`config.mk`:
```
export PLATFORM = sky130hd
export DESIGN_NAME = msrv32_imm_arbiter
export DESIGN_NICKNAME = d
export VERILOG_FILES = /design/src/rtl/msrv32_imm_arbiter.sv
export SDC_FILE = /design/constraint.sdc
export NUM_CORES = 1
export LEC_CHECK = 0
export ABC_AREA = 1
export CORE_UTILIZATION = 42
export DETAILED_ROUTE_END_ITERATION = 7
export GPL_ROUTABILITY_DRIVEN = 0
export PLACE_DENSITY = 0.95
export SLEW_MARGIN = 10
export SYNTH_ARGS = -nofsm -noshare
export SYNTH_HDL_FRONTEND = slang
export SYNTH_SLANG_ARGS = --single-unit
```
`constraint.sdc`:
```
create_clock -name ms_riscv32_mp_clk_in -period 3.1 [get_ports ms_riscv32_mp_clk_in]
set_clock_uncertainty 0.1 [all_clocks]
set_input_delay 0.31 -clock ms_riscv32_mp_clk_in [delete_from_list [all_inputs] [get_ports ms_riscv32_mp_clk_in]]
set_output_delay 0.31 -clock ms_riscv32_mp_clk_in [all_outputs]
set_load 0.05 [all_outputs]
```
`src/rtl/msrv32_imm_arbiter.sv`:
```
// Two-requester arbiter sharing one immediate generator; one request in flight at a time.
// Optional round-robin arbitration under MSRV32_IMM_ARB_RR_EN (default: fixed priority, req0 wins).
module msrv32_imm_arbiter (
  input  logic                       ms_riscv32_mp_clk_in,
  input  logic                       ms_riscv32_mp_rst_n_in,
  input  logic                       req0_valid_in,
  input  logic [31:0]                req0_instr_in,
  input  logic [2:0]                 req0_imm_type_in,
  output logic                       req0_ready_out,
  input  logic                       req1_valid_in,
  input  logic [31:0]                req1_instr_in,
  input  logic [2:0]                 req1_imm_type_in,
  output logic                       req1_ready_out,
  output logic [31:0]                gen_instr_out,
  output logic [2:0]                 gen_imm_type_out,
  input  logic [31:0]                gen_imm_in,
  output logic                       resp_valid_out,
  output logic                       resp_id_out,
  output logic [31:0]                resp_imm_out,
  input  logic                       resp_ready_in,
  output logic                       busy_out
);

  localparam int unsigned XLEN = 32;
  localparam int unsigned TW   = 3;

  typedef enum logic [1:0] {IDLE, EVAL, RESP} state_t;

  state_t          state_q, state_d;
  logic            win_c;
  logic            grant_en_c;
  logic            id_q;

`ifdef MSRV32_IMM_ARB_RR_EN
  logic            last_q;

  // On a tie the requester not granted last wins.
  always_comb begin
    win_c = req1_valid_in;
    if (req0_valid_in && req1_valid_in) win_c = ~last_q;
  end

  always_ff @(posedge ms_riscv32_mp_clk_in or negedge ms_riscv32_mp_rst_n_in) begin
    if (!ms_riscv32_mp_rst_n_in) last_q <= 1'b1;
    else if (grant_en_c)         last_q <= win_c;
  end
`else
  always_comb win_c = req1_valid_in & ~req0_valid_in;
`endif

  always_ff @(posedge ms_riscv32_mp_clk_in or negedge ms_riscv32_mp_rst_n_in) begin
    if (!ms_riscv32_mp_rst_n_in) state_q <= IDLE;
    else                         state_q <= state_d;
  end

  // Next state and combinational accept handshake; readies are masked during reset.
  always_comb begin
    state_d        = state_q;
    grant_en_c     = 1'b0;
    req0_ready_out = 1'b0;
    req1_ready_out = 1'b0;
    case (state_q)
      IDLE: begin
        if (ms_riscv32_mp_rst_n_in && (req0_valid_in || req1_valid_in)) begin
          grant_en_c     = 1'b1;
          req0_ready_out = ~win_c;
          req1_ready_out = win_c;
          state_d        = EVAL;
        end
      end
      EVAL:    state_d = RESP;
      RESP:    if (resp_ready_in) state_d = IDLE;
      default: state_d = IDLE;
    endcase
  end

  assign busy_out = (state_q != IDLE);

  // Generator operands change only on a grant; response captured one cycle later.
  always_ff @(posedge ms_riscv32_mp_clk_in or negedge ms_riscv32_mp_rst_n_in) begin
    if (!ms_riscv32_mp_rst_n_in) begin
      gen_instr_out    <= '0;
      gen_imm_type_out <= '0;
      id_q             <= 1'b0;
      resp_valid_out   <= 1'b0;
      resp_id_out      <= 1'b0;
      resp_imm_out     <= '0;
    end else begin
      if (grant_en_c) begin
        gen_instr_out    <= win_c ? XLEN'(req1_instr_in) : XLEN'(req0_instr_in);
        gen_imm_type_out <= win_c ? TW'(req1_imm_type_in) : TW'(req0_imm_type_in);
        id_q             <= win_c;
      end
      if (state_q == EVAL) begin
        resp_imm_out   <= gen_imm_in;
        resp_id_out    <= id_q;
        resp_valid_out <= 1'b1;
      end else if (state_q == RESP && resp_ready_in) begin
        resp_valid_out <= 1'b0;
      end
    end
  end

endmodule

```
# After elaboration in Yosys (flattened, before gate mapping)
# Index checks and enable logic that the tools add are counted.
[word_totals] reg_bits=72 inputBits=107 out_inout_bits=72
[classes] n_eq_ne=4 n_mux=13 bitwise_logic=3 n_reduce_logical=7
[op_table] op="32-bit 2-to-1 mux" n=1
[op_table] op="1-bit 2-to-1 mux" n=8
[op_table] op="2-bit case mux with 3 select lines" n=1
[op_table] op="2-bit 2-to-1 mux" n=2
[op_table] op="2-bit inequality test (second input constant)" n=2
[op_table] op="2-bit nonzero test" n=2
[op_table] op="3-bit 2-to-1 mux" n=1
[op_table] op="2-bit by 1-bit equality test with 1-bit output (second input constant)" n=1
[op_table] op="2-bit equality test (second input constant)" n=1
[op_table] op="1-bit logical AND" n=2
[op_table] op="2-bit logical NOT" n=1
[op_table] op="1-bit inverter" n=2
[op_table] op="2-bit AND reduction" n=1
[op_table] op="1-bit AND" n=1
[op_table] op="1-bit logical OR" n=1

# Logic depth before layout (Yosys ltp)
# Gate-level depths: netlist (run 1).
[depth] word_depth=5 ltp_mapped=7 mapped_depth_nobuf=6

# Worst setup path after synthesis (run 1)
# Ideal clock, no wire load.
[synth_timing] path_kind="register to output" startpoint="register state_q[1]" endpoint="output req0_ready_out" t_arrival_ns=1.686 setup_slack_ns=1.004 stages_incl_launch_ff=5 path_buffers=1 cell_sequence="dfrtp_1 > nor2_4 > nand3_4 > buf_2 > a21oi_1"
[synth_between] elab_chain_len=2
[synth_rtl] item="from (decl)" line_no="29" text="state_t state_q, state_d;"
[synth_rtl] item="from (signal assigned)" line_no="53" text="else state_q <= state_d;"
[synth_rtl] item="2-bit logical NOT" line_no="62" text="case (state_q)"
[synth_rtl] item="1-bit 2-to-1 mux" line_no="62"
[synth_rtl] item="to (decl)" line_no="9" text="output logic req0_ready_out,"
# No other way between the ends.

# Worst setup path after layout (run 1)
[layout_timing] startpoint="register state_q[1]" endpoint="output busy_out"
[layout_between] elab_chain_len=1
[layout_rtl] item="2-bit nonzero test" line_no="77" text="assign busy_out = (state_q != IDLE);"
[layout_rtl] item="to (decl)" line_no="21" text="output logic busy_out"
# No other way between the ends.

==> results of run 1 <==
power groups by stage:
stage,clock [mW],combinational (mW),sequential [mW]
after global routing,0.783,3.25,1.63
after floorplan,0,0.543,3.01
after detailed placement,0,3.10,1.60
after global placement,0,3.06,1.58
final,0.724,3.09,1.59
after CTS,0.744,3.11,1.59
placed cells by master (no fill, tap or decap):
master / n
dlygate4sd3_1: 1
nor2_8: 1
buf_12: 2
nand2_1: 269
nor2_4: 2
o21ai_0: 2
dfrtp_1: 72
clkinv_4: 2
nor2_1: 1
inv_1: 5
clkdlybuf4s50_1: 175
a21oi_1: 1
nand2_2: 10
bufinv_16: 1
nand2_4: 1
nand4_1: 1
clkbuf_8: 10
nand3_1: 36
clkinv_2: 2
inv_2: 2
buf_4: 7
nand3_4: 1
per-stage QoR:
step / cell area, um2 / setup WS (ns)
floorplan: 3319 / 1.004
detailed placement: 5149 / 0.7613
global route: 5354 / 0.8299
global placement: 5149 / 0.8645
finish: 5354 / 0.8838
CTS: 5354 / 0.8620
routing by layer:
layer	up-vias	track usage	part of all wire
met5	-	0	0
met4	0	0.07540	0.012
met3	11	0.07492	0.090
met2	164	0.4009	0.49
met1	1574	0.2860	0.41
li1	1647	-	-
state kept, by name, indices dropped and copies added (netlist names):
name / cells
gen_instr_out: 32
gen_imm_type_out: 3
id_q: 1
resp_id_out: 1
resp_valid_out: 1
state_q: 2
resp_imm_out: 32
kinds of logic after synthesis:
| family | count (synthesis) | synth area share |
|---|---|---|
| buffers and inverters | 30 | 0.05089 |
| and+or+nand+nor | 322 | 0.4018 |
| AOI/OAI and AO/OA | 3 | 0.004522 |
| DFF | 72 | 0.5428 |
cell type report:
type                       count  area, um2
timing repair buffer         185       1854
tap                          102      127.6
sequential                    72       1802
fill                         572       2333
inverter                       7      26.28
multi-input combinational    325       1349
clock buffer                  10      137.6
clock inverter                 5      57.56
cell usage after synthesis:
| cell | n | area share |
|---|---|---|
| inv_1 | 5 | 0.0057 |
| buf_2 | 20 | 0.030 |
| nand3_4 | 1 | 0.0053 |
| nand4_1 | 1 | 0.0019 |
| nand2_4 | 1 | 0.0034 |
| nand2_1 | 269 | 0.30 |
| buf_12 | 1 | 0.0060 |
| nor2_8 | 1 | 0.0060 |
| nand3_1 | 36 | 0.054 |
| a21oi_1 | 1 | 0.0015 |
| inv_2 | 2 | 0.0023 |
| o21ai_0 | 2 | 0.0030 |
| buf_6 | 2 | 0.0068 |
| dfrtp_1 | 72 | 0.54 |
| nor2_1 | 1 | 0.0011 |
| nor2_4 | 2 | 0.0068 |
| nand2_2 | 10 | 0.019 |
timing repair:
item	CTS	global route
hold buffers	1	0
hold endpoints to repair	19	0
setup endpoints to repair	0	0
worst min path at each step:
stage	from	to	slack (ns)
after CTS	ms_riscv32_mp_rst_n_in	gen_instr_out[12]	0.33
after global placement	ms_riscv32_mp_rst_n_in	gen_instr_out[6]	0.13
after floorplan	ms_riscv32_mp_rst_n_in	gen_imm_type_out[0]	-0.09
final	ms_riscv32_mp_rst_n_in	gen_instr_out[11]	0.33
after global routing	ms_riscv32_mp_rst_n_in	gen_instr_out[11]	0.34
after detailed placement	ms_riscv32_mp_rst_n_in	gen_instr_out[6]	0.14
==> summary.md, run 1 <==
| Metric | Value |
|---|---|
| Tcrit/Tclk final | `0.7149` |
| Number of clock sinks | `between 70 and 80` |
| NetSw | `2.663 mW` |
| Worst-skew pair later-pin latency | `0.33 ns` |
| Final setup fails | `0` |
| Core region area | `about 0.0077 mm2` |
| Layout cells sized above 1 | `0.06788` |
| Vias/cell | `4.810` |
| Seq pwr share | `0.294` |
| RSZ-0062 raised after global routing | `no` |
| Final cell count without fillers | `roughly 700` |
| YS warnings | `0` |
| Hpwl dp | `just under 7 mm` |
| Routed wire length | `9.429 mm` |
| Relative slew slack | `0.5038` |
| Startpoint Class | `register` |
| Drt wl/cell | `around 13 um` |
| First-pass GRT wire length | `roughly 15 mm` |
| Maximum VDD drop | `around 530 uV` |
| Nets | `~700` |
| Largest net degree at the start of global routing | `54` |
| Total grt overflow | `0` |
| Worst setup path end | `busy_out` |
| Gate Count Post-Synth | `between 400 and 500` |
| Reg-to-reg startpoint | `state_q[1]` |
| Pwr dens | `around 1000 mW/mm2` |
| Initial antenna violation count | `0` |
| Actual slew at the worst max-slew pin | `roughly 0.74 ns` |
| CP startpoint | `state_q[1]` |
| Post-Place Cells | `690` |
| Comb power frac | `0.572` |
| 1st-iter DRT viols | `between 100 and 150` |
| Initial core utilization | `0.4318` |
| # port buffers | `about 180` |
| CP bufs+invs | `2` |
| Root Buffer | `clkbuf_8` |
| Clock power frac | `0.134` |
| Final hold vios | `0` |
| Internal | `between 2 and 3 mW` |
| Vias | `about 3400` |
| Max Slew Vio Count | `0` |
| Top cell family by delay on the critical path | `buffers and inverters` |
| TNS Setup | `0 ns` |
| Vias in the first global route | `about 3200` |
| CP Class | `reg -> out` |
| Drt pass-1 iters | `6` |
| Total track usage | `0.2365` |
| Crit-path cells | `nor2_4 > inv_1 > clkdlybuf4s50_1` |
| Die area | `0.008263 mm2` |
| Syn nets | `around 530` |
| Reg2Reg Setup Slack | `~1.1 ns` |
| Fmax | `451.2 MHz` |
| Pleak | `2.696 nW` |
| Cell area after synthesis | `between 0.003 and 0.004 mm2` |
| Post-DRT Antenna Nets | `0` |
| Hold slack | `about 0.33 ns` |
| Status | `complete, no violations` |
| Pwr Total | `between 5 and 6 mW` |
| Max Cap Violations | `0` |
| Site Rows | `32` |
| Layout area overhead | `61.29%` |
| CP max-delay cell | `clkdlybuf4s50_1` |
| Worst path arrival time | `about 1.8 ns` |
| CTS Buffer Depth | `2` |
| Drt drc | `0` |
| IO Count | `179` |
| CTS H-tree depth | `3` |
| Crit path max fanout | `4` |
| Critical path depth | `3` |
| Num CTS Buffers | `9` |
| Die height | `90.90 um` |
| Worst Setup End Kind | `output port` |
| Post-CTS sizing | `0` |
| R2r endpoint | `resp_imm_out[24]` |
| Post-synthesis sequential area ratio | `0.5428` |
| Switching share of power | `0.4927` |
| Postcts setup bufs | `0` |
| Clk slew on worst S/H paths | `0.08 ns` |
| #FFs+latches synth | `72` |
| Core Util, Final | `0.6965` |
| Slowest cell delay on critical path | `0.71 ns` |
| Syn_area_per_cell | `7.774 um2` |
| Die width | `90.90 um` |
| Count of different cell masters after synthesis | `17` |
| Crit path time final | `about 2.2 ns` |
| CTS tree | `done` |
| R2r worst-path depth | `4` |
| Antenna cell count | `0` |
| Req. time, crit path | `~2.7 ns` |
| Worst min path class | `in -> async` |
Note: power is estimated with default switching activity, not from simulation.
==> inputs of run 2 (changes only) <==
--- a/config.mk
+++ b/config.mk
@@ -6,10 +6,10 @@
 export NUM_CORES = 1
 export LEC_CHECK = 0
 export ABC_AREA = 1
-export CORE_UTILIZATION = 42
+export CORE_UTILIZATION = 39
 export DETAILED_ROUTE_END_ITERATION = 7
 export GPL_ROUTABILITY_DRIVEN = 0
-export PLACE_DENSITY = 0.95
+export PLACE_DENSITY = 0.91
 export SLEW_MARGIN = 10
 export SYNTH_ARGS = -nofsm -noshare
 export SYNTH_HDL_FRONTEND = slang
==> constraint.sdc (replaced) <==
create_clock -name ms_riscv32_mp_clk_in -period 2.21 [get_ports ms_riscv32_mp_clk_in]
set_clock_uncertainty 0.1 [all_clocks]
set_input_delay 0.221 -clock ms_riscv32_mp_clk_in [delete_from_list [all_inputs] [get_ports ms_riscv32_mp_clk_in]]
set_output_delay 0.221 -clock ms_riscv32_mp_clk_in [all_outputs]
set_load 0.05 [all_outputs]
==> run 2 against run 1 <==
  * Combinational power increased by 41%
  * Wire length decreased by 1.8%
  * Via count decreased by 1.4%
  * Count of clock-buffer cells in the layout grew 1
  * Register-to-register slack lost 0.42 ns
  * First-iteration DRC count shrank 32%
  * Core utilization shrank 3.7 points
==> summary.md, run 2 (synthesis gave the netlist of run 1 again) <==
| Metric | Value |
|---|---|
| M2 GR Usage | `0.3708 (-0.03011)` |
| CP Class | `reg -> out` |
| Die height | `94.26 um (+3.7%)` |
| Initial antenna violation count | `0 (unchanged)` |
| Pleak | `2.720 nW (+0.91%)` |
| Antenna cell count | `0 (unchanged)` |
| Placement Setup Slack | `0.4352 ns (-0.3261 ns)` |
| GRT met3 Usage | `0.06715 (-0.007764)` |
| R2r worst-path depth | `6 (+2)` |
| CTS Buffer Depth | `2 (unchanged)` |
| Root Buffer | `clkbuf_8` |
| Max Cap Violations | `0 (unchanged)` |
| Biggest regs | `gen_instr_out (32), resp_imm_out (32), gen_imm_type_out (3)` |
| CTS tree | `done` |
| Vias | `3348 (-1.4%)` |
| Worst-skew pair later-pin latency | `0.33 ns (about the same)` |
| Setup WS post-layout | `0.08580 ns (-0.7980 ns)` |
| Worst Setup End Kind | `output port` |
| 1st-iter DRT viols | `92 (-32%)` |
| Site Rows | `33 (+3.1%)` |
| Routed wire length | `9.263 mm (-1.8%)` |
| Routing usage on met1 | `0.2522 (-0.03381)` |
| Drt drc | `0 (unchanged)` |
| Drt pass-1 iters | `4 (-2)` |
| Startpoint Class | `register` |
| Req. time, crit path | `1.89 ns (-0.80 ns)` |
| R2r endpoint | `gen_instr_out[22]` |
| Reg2Reg Setup Slack | `0.70 ns (-0.42 ns)` |
| First-pass GRT wire length | `14.67 mm (-4.7%)` |
| Crit path max fanout | `4 (unchanged)` |
| Final setup fails | `0 (unchanged)` |
| TNS Setup | `0 ns (unchanged)` |
| Clk slew on worst S/H paths | `0.07 ns (about the same)` |
| Crit path time final | `2.124 ns` |
| Post-DRT Antenna Nets | `0 (unchanged)` |
| Total grt overflow | `0 (unchanged)` |
| Num CTS Buffers | `9 (unchanged)` |
| Layout cells sized above 1 | `0.07225 (+0.004369)` |
| Number of clock sinks | `72 (unchanged)` |
| Final hold vios | `0 (unchanged)` |
| Commonest non-fill, non-tap cell in the layout | `nand2_1` |
| Vias/cell | `4.689 (-2.5%)` |
| Reg-to-reg startpoint | `state_q[1]` |
| Pwr dens | `1419 mW/mm2 (+41%)` |
| Total track usage | `0.2163 (-0.02020)` |
| Maximum VDD drop | `626.9 uV (+18%)` |
| Nets | `711 (+0.57%)` |
| Relative slew slack | `0.5712 (+0.06740)` |
| Die width | `94.26 um (+3.7%)` |
| # port buffers | `178 (unchanged)` |
| Max Slew Vio Count | `0 (unchanged)` |
| RSZ-0062 raised after global routing | `no` |
| Drt wl/cell | `12.97 um (-2.9%)` |
| Vias in the first global route | `3207 (-0.43%)` |
| Layout area overhead | `63.21%` |
| IO Count | `179 (unchanged)` |
| Core region area | `0.008217 mm2 (+6.9%)` |
| CTS H-tree depth | `3 (unchanged)` |
| Die area | `0.008884 mm2 (+7.5%)` |
| Fmax | `~470 MHz` |
| Largest net degree at the start of global routing | `55 (+1.9%)` |
| Status | `complete, no violations` |
| Tcrit/Tclk final | `0.9612` |
| Worst min path class | `in -> async` |
| Initial core utilization | `0.4040 (-0.02781)` |
| Hpwl dp | `7.010 mm (+1.4%)` |
| GRT busiest layer | `met2` |
| Worst path arrival time | `1.80 ns (about the same)` |
| Actual slew at the worst max-slew pin | `0.6433 ns (-0.09933 ns)` |
| Postcts setup bufs | `0 (unchanged)` |
| Most frequent cells in the layout | `269 x nand2_1, 175 x clkdlybuf4s50_1, 72 x dfrtp_1, 36 x nand3_1` |
==> run 2: changes by cell type in the layout (fill, tap and decap cells not counted), sizes merged <==
cell	change
clkinvlp	+1
buf	+4
bufinv	+1
clkbuf	+1
clkinv	-2
==> run 2: metrics by stage <==
step | total power, mW | cells | area [um2] | utilization | hold WS, ns
4_1_cts | 7.747 | 714 | 5418 | 0.6594 | 0.2461
5_1_grt | 8.095 | 714 | 5418 | 0.6594 | 0.2681
2_1_floorplan | 4.977 | 427 | 3319 | - | -0.1746
3_3_place_gp | 6.518 | 697 | 5195 | 0.6323 | 0.03810
3_5_place_dp | 6.624 | 697 | 5195 | 0.6323 | 0.04403
6_report | 7.689 | 714 | 5418 | 0.6594 | 0.2615
==> run 2: power by group <==
| part | internal, mW | leakage [nW] | total (mW) | switching [mW] |
|---|---|---|---|---|
| Clock | 0.637 | 0.104 | 1.10 | 0.462 |
| Sequential | 1.89 | 0.897 | 2.24 | 0.342 |
| Combinational | 1.42 | 1.72 | 4.35 | 2.93 |
| Total | 3.95 | 2.72 | 7.69 | 3.74 |
==> run 2: critical path, cell delays in order (launching register included) <==
cell and delay, ns:
dfrtp_1 0.47, nor2_4 0.22, inv_1 0.07, clkdlybuf4s50_1 0.71
==> run 2: layout make-up <==
cell class                 count  area (um2)
tap                          105       131.4
clock buffer                  11       131.4
sequential                    72        1802
multi-input combinational    325        1349
fill                         639        2799
inverter                       7       26.28
clock inverter                 5       81.33
timing repair buffer         189        1897
==> run 2: what timing repair did <==
action	4_1_cts	5_1_grt
resized for setup	0	0
endpoints found under the hold margin	18	0
hold buffers	1	0
==> run 2: routing by layer <==
layer / share of wire / wire [um]
met1: 0.40 / 3721
met2: 0.48 / 4490
met3: 0.096 / 891
met4: 0.017 / 159
met5: 0 / 0
==> run 2: worst max path at each step <==
stage | from | to | slack, ns | cells after the start
after CTS | state_q[1] | busy_out | 0.06 | 3
after detailed placement | req1_valid_in | req0_ready_out | 0.44 | 6
after floorplan | state_q[1] | req0_ready_out | 0.20 | 4
after global placement | req1_valid_in | req0_ready_out | 0.44 | 6
final | state_q[1] | busy_out | 0.09 | 3
after global routing | state_q[1] | busy_out | 0.01 | 3
